[src/rtl/div_ctrl.sv]
// Control FSM for an N-bit restoring divider: sequences the A/Q register strobes,
// chooses restore vs. commit from the subtractor sign, and provides start/busy/done.
module div_ctrl #(
  parameter int N = 4
) (
  input  logic                     clk,
  input  logic                     rst,
  input  logic                     start,
  input  logic                     divisor_zero,
  input  logic                     sinal,
  output logic                     load,
  output logic                     shift,
  output logic                     hab_A,
  output logic                     set_Q0,
  output logic                     busy,
  output logic                     done,
  output logic                     erro,
  output logic [$clog2(N+1)-1:0]   count
);

  localparam int CW = $clog2(N+1);
  localparam logic [CW-1:0] CNT_N   = CW'(N);
  localparam logic [CW-1:0] CNT_ONE = CW'(1);

  typedef enum logic [2:0] {
    IDLE,
    LOAD,
    SHIFT,
    SUB,
    SETQ,
    DONE
  } state_t;

  state_t          state, state_nxt;
  logic [CW-1:0]   count_nxt;
  logic            erro_nxt;

  // State, iteration counter and error flag; reset aborts any operation at once.
  always_ff @(posedge clk or negedge rst) begin
    if (!rst) begin
      state <= IDLE;
      count <= '0;
      erro  <= 1'b0;
    end else begin
      state <= state_nxt;
      count <= count_nxt;
      erro  <= erro_nxt;
    end
  end

  // Only one strobe may be active per state because the A/Q register uses a priority chain.
  always_comb begin
    state_nxt = state;
    count_nxt = count;
    erro_nxt  = erro;
    load      = 1'b0;
    shift     = 1'b0;
    hab_A     = 1'b0;
    set_Q0    = 1'b0;
    busy      = 1'b0;
    done      = 1'b0;

    case (state)
      IDLE: begin
        if (start) begin
          if (divisor_zero) begin
            erro_nxt  = 1'b1;
            state_nxt = DONE;
          end else begin
            erro_nxt  = 1'b0;
            state_nxt = LOAD;
          end
        end
      end

      LOAD: begin
        load      = 1'b1;
        busy      = 1'b1;
        count_nxt = CNT_N;
        state_nxt = SHIFT;
      end

      SHIFT: begin
        shift     = 1'b1;
        busy      = 1'b1;
        state_nxt = SUB;
      end

      // A non-negative difference is committed now; a negative one leaves A untouched.
      SUB: begin
        busy = 1'b1;
        if (!sinal) begin
          hab_A     = 1'b1;
          state_nxt = SETQ;
        end else begin
          count_nxt = count - CNT_ONE;
          state_nxt = (count == CNT_ONE) ? DONE : SHIFT;
        end
      end

      SETQ: begin
        set_Q0    = 1'b1;
        busy      = 1'b1;
        count_nxt = count - CNT_ONE;
        state_nxt = (count == CNT_ONE) ? DONE : SHIFT;
      end

      DONE: begin
        done      = 1'b1;
        state_nxt = IDLE;
      end

      default: begin
        state_nxt = IDLE;
      end
    endcase
  end

endmodule

[config.mk]
export PLATFORM = sky130hd
export DESIGN_NAME = div_ctrl
export DESIGN_NICKNAME = d
export VERILOG_FILES = /design/src/rtl/div_ctrl.sv
export SDC_FILE = /design/constraint.sdc
export NUM_CORES = 1
export LEC_CHECK = 0
export CAP_MARGIN = 25
export CORE_AREA = 2 2 39 41
export DETAILED_ROUTE_END_ITERATION = 7
export DIE_AREA = 0 0 41 43
export PLACE_DENSITY = 0.75
export SLEW_MARGIN = 20
export SYNTH_ARGS = -nofsm -noshare
export SYNTH_HDL_FRONTEND = slang
export SYNTH_SLANG_ARGS = --single-unit
[constraint.sdc]
create_clock -name clk -period 2.86 [get_ports clk]
set_input_delay 0.572 -clock clk [delete_from_list [all_inputs] [get_ports clk]]
set_output_delay 0.572 -clock clk [all_outputs]
set_load 0.03 [all_outputs]
==> results by group <==
Worst setup path
  – Crit path capture type: output pin
  – Startpoint kind of the worst setup timing path: flop
  – Type of the worst setup path: flop to output pin
  – Ordered list of cells on the worst path: nor2_2 -> nand2_2 -> inv_2 -> clkdlybuf4s50_1
  – Setup slack, reg-to-reg: between 1000 and 1500 ps
  – Arrival time reported for the critical path endpoint: 1960 ps
  – Library cell contributing the largest single delay on the critical path: sky130_fd_sc_hd__clkdlybuf4s50_1
  – Max incr delay on CP: 670 ps
  – Largest driver fanout on the critical path: 14
  – Req. time, crit path: 2290 ps

Placed design
  – Total cell area at the placement stage: between 600 and 700 um^2
  – Number of placed instances, taps included: 85
  – Routability-driven placement congestion ratio: between 0.7 and 0.8
  – Worst-case setup slack after placement: 359.2 ps
  – Placed wire-length estimate: ~880 um
  – Buffers on Ports: 14

Finish
  – Number of nets in the finished design: 81
  – Layout-stage area growth over the synthesis result: 33.66%
  – Non-filler cells in the finished layout: slightly below 90
  – Post-route core utilization: 0.4882
  – N_diodes: 0
  – Share of post-route cells with drive strength above 1: 0.1233
  – Post-Layout Inst Area: just under 700 um^2

Floorplanning
  – Horizontal extent of the die: 41 um
  – Total core area: 1384 um^2
  – Standard-cell rows: 14
  – Overall die area: 1763 um^2
  – Number of I/O pins: 15
  – DIE HEIGHT: 43 um
  – Starting utilization of the core area: 0.3653

Timing
  – Worst-case headroom to the max-slew limit: 0.6447
  – RSZ-0062 raised after global routing: no
  – Maximum operating frequency: between 300 and 400 MHz
  – Final worst-path cycle share: 0.8844
  – Final setup vio count: 0
  – Setup TNS: 0 ps
  – Max Clock Skew: roughly 5.1 ps
  – Final Hold Fails: 0
  – Number of max-slew violations in the final report: 0
  – Setup WS post-layout: 330.7 ps
  – Time the final worst path needs with I/O delays and setup: roughly 2500 ps
  – Tightest Pin Transition: around 530 ps

Clocking
  – Clock tree from TritonCTS: done
  – Post-CTS setup buffers: 0
  – Post_cts resized: 0
  – Clock sink total: 7
  – Library cell used as clock root buffer: sky130_fd_sc_hd__clkbuf_4
  – Maximum buffer depth of the clock tree: 2
  – Hold bufs inserted after CTS: 0
  – TritonCTS Buffers: 3
  – Clock transition at the registers of the reported paths: about 50 ps
  – H-Tree Level Count: 1
  – Clock insertion delay at the later pin of the skew report: approximately 260 ps

Logic synthesis
  – Flip-flop and latch count after synthesis: 7
  – Proportion of netlist area held by the largest area contributor: 0.3465
  – Adder and majority cell fraction of the synthesized area: 0.04950
  – Combinational family with the most area after synthesis: simple AND/OR/NAND/NOR gates
  – Area fraction in compound gates after synthesis: 0.2376
  – Seq/Total Area, Yosys: 0.3465
  – Mapped cell area: roughly 500 um^2
  – Count of distinct cell types in the synthesized netlist: 28
  – Average cell area after synthesis: 8.868 um^2
  – Post-synth EDFFs: 0
  – Cells after synthesis: 57
  – Main area contributors after synthesis: sky130_fd_sc_hd__dfrtp_1 35%, sky130_fd_sc_hd__inv_1 5.2%, sky130_fd_sc_hd__ha_1 5.0%, sky130_fd_sc_hd__o211ai_1 4.5%, sky130_fd_sc_hd__a221o_1 4.0%
  – Synth Warn #: 0
  – Dominant cell type by area after synthesis: sky130_fd_sc_hd__dfrtp_1
  – Primary flip-flop cell chosen by synthesis mapping: sky130_fd_sc_hd__dfrtp_1
  – Multiplexer share of the synthesized area: 0
  – Syn Nets: 64
  – Post-synthesis xor/xnor area fraction: 0.01733
  – Leading cell types by count after synthesis: 7 x sky130_fd_sc_hd__dfrtp_1, 7 x sky130_fd_sc_hd__inv_1, 5 x sky130_fd_sc_hd__nor2_1
  – Simple-gate share of the synthesized area: 0.2426
  – Proportion of synthesized flip-flops having asynchronous set or reset: 1.000

Global routing
  – First-pass GRT wire length: between 1.5 and 2 mm
  – Maximum number of pins on one net before global-route repair: 17
  – Number of antenna violations at the first check in global routing: 0
  – GRT Resource Usage Total: 0.1690
  – Overall overflow remaining after global route: 0
  – Via count of the first global-routing pass: between 400 and 500

Run status
  – Result of the run: finished, final reports clean

Min path
  – Min-Delay Path Class: flop to flop

Route
  – Starting DRT DRC Count: 10
  – Vias after detailed routing: just under 500
  – Pre-antenna DRT Iters: 4
  – Number of DRC violations after detailed routing: 0
  – Wire length per cell: 13.52 um
  – Wire length reported by the detailed router: roughly 1.2 mm
  – Post-DR vias/cell: approximately 5.5
  – Residual antenna-violating net count after detailed routing: 0

Power and ir drop
  – Static leakage: 0.2853 nW
  – Clock network fraction of design power: 0.109
  – Switching power: about 0.42 mW
  – Share of total power consumed by net switching: 0.4908
  – Part of the total power dissipated in sequential elements: 0.297
  – Int Power: approximately 0.43 mW
  – Pwr/cell area: about 1300 nW/um^2
  – Peak supply drop: roughly 600 uV
  – Combinational group share of total power: 0.594

Flow run
  – Number of max-cap violations: 0
-- final timing paths --
path                             to  cells after the start      from
max                          set_Q0                      4  state[1]
max reg2reg                count[1]                      4  state[1]
min                            erro                      2      erro
min in group asynchronous  count[2]                      1       rst
min reg2reg                    erro                      2      erro
max in group asynchronous  count[1]                      1       rst
-- registers in the layout (all words and copies together), names as in the netlist --
register,flops
count,3
erro,1
state,3
-- layer usage --
metal | GRT usage | vias up | share of wire
met5 | 0 | - | 0
met4 | 0.1200 | 0 | 0.046
met3 | 0.07853 | 8 | 0.057
met2 | 0.2313 | 20 | 0.48
met1 | 0.1980 | 229 | 0.41
li1 | - | 230 | -
-- worst max-delay path, delay by kind of cell (launching register included) --
kind | cells | cell delay, ps
AND/OR/NAND/NOR | 2 | 370
flip-flops | 1 | 550
buffers and inverters | 2 | 780
-- metrics by stage --
step,total power [mW],hold slack (ps)
2_1_floorplan,0.5983,276.4
5_1_grt,0.9103,550.3
3_3_place_gp,0.7459,498.1
4_1_cts,0.8574,530.3
6_report,0.8525,520.3
3_5_place_dp,0.7592,508.2
-- power groups by stage --
stage / Clock, mW / Sequential, mW / Combinational (mW)
after global placement: 0 / 0.251 / 0.495
final: 0.0926 / 0.253 / 0.507
after detailed placement: 0 / 0.253 / 0.506
after floorplan: 0 / 0.237 / 0.361
after global routing: 0.103 / 0.263 / 0.544
after CTS: 0.0966 / 0.252 / 0.509
-- cells in the final DEF (no fill, tap or decap), types with 2 or more instances in the layout --
cell                              Yosys  routed
sky130_fd_sc_hd__a21oi_1              2       2
sky130_fd_sc_hd__a221o_1              2       2
sky130_fd_sc_hd__clkbuf_4             0       3
sky130_fd_sc_hd__clkdlybuf4s50_1      0      14
sky130_fd_sc_hd__dfrtp_1              7       7
sky130_fd_sc_hd__ha_1                 2       2
sky130_fd_sc_hd__inv_1                7       7
sky130_fd_sc_hd__nand2_1              4       4
sky130_fd_sc_hd__nand2b_1             3       3
sky130_fd_sc_hd__nand4b_1             2       2
sky130_fd_sc_hd__nor2_1               5       5
sky130_fd_sc_hd__nor3b_1              2       2
sky130_fd_sc_hd__o211ai_1             3       3
sky130_fd_sc_hd__o21ai_0              2       2
-- logic make-up after synthesis --
family                   after synthesis
flip-flops                             7
buffers and inverters                 11
AO/OA/AOI/OAI                         15
AND/OR/NAND/NOR                       21
XOR/XNOR                               1
adder cells (fa/ha/maj)                2
-- final cells by class --
class	count	area [um^2]
fill	129	708.2
multi-input combinational	39	276.5
sequential	7	175.2
timing repair buffer	15	147.6
inverter	8	30.03
clock buffer	4	26.28
tap	16	20.02
Power figures use the tool's default switching activity.
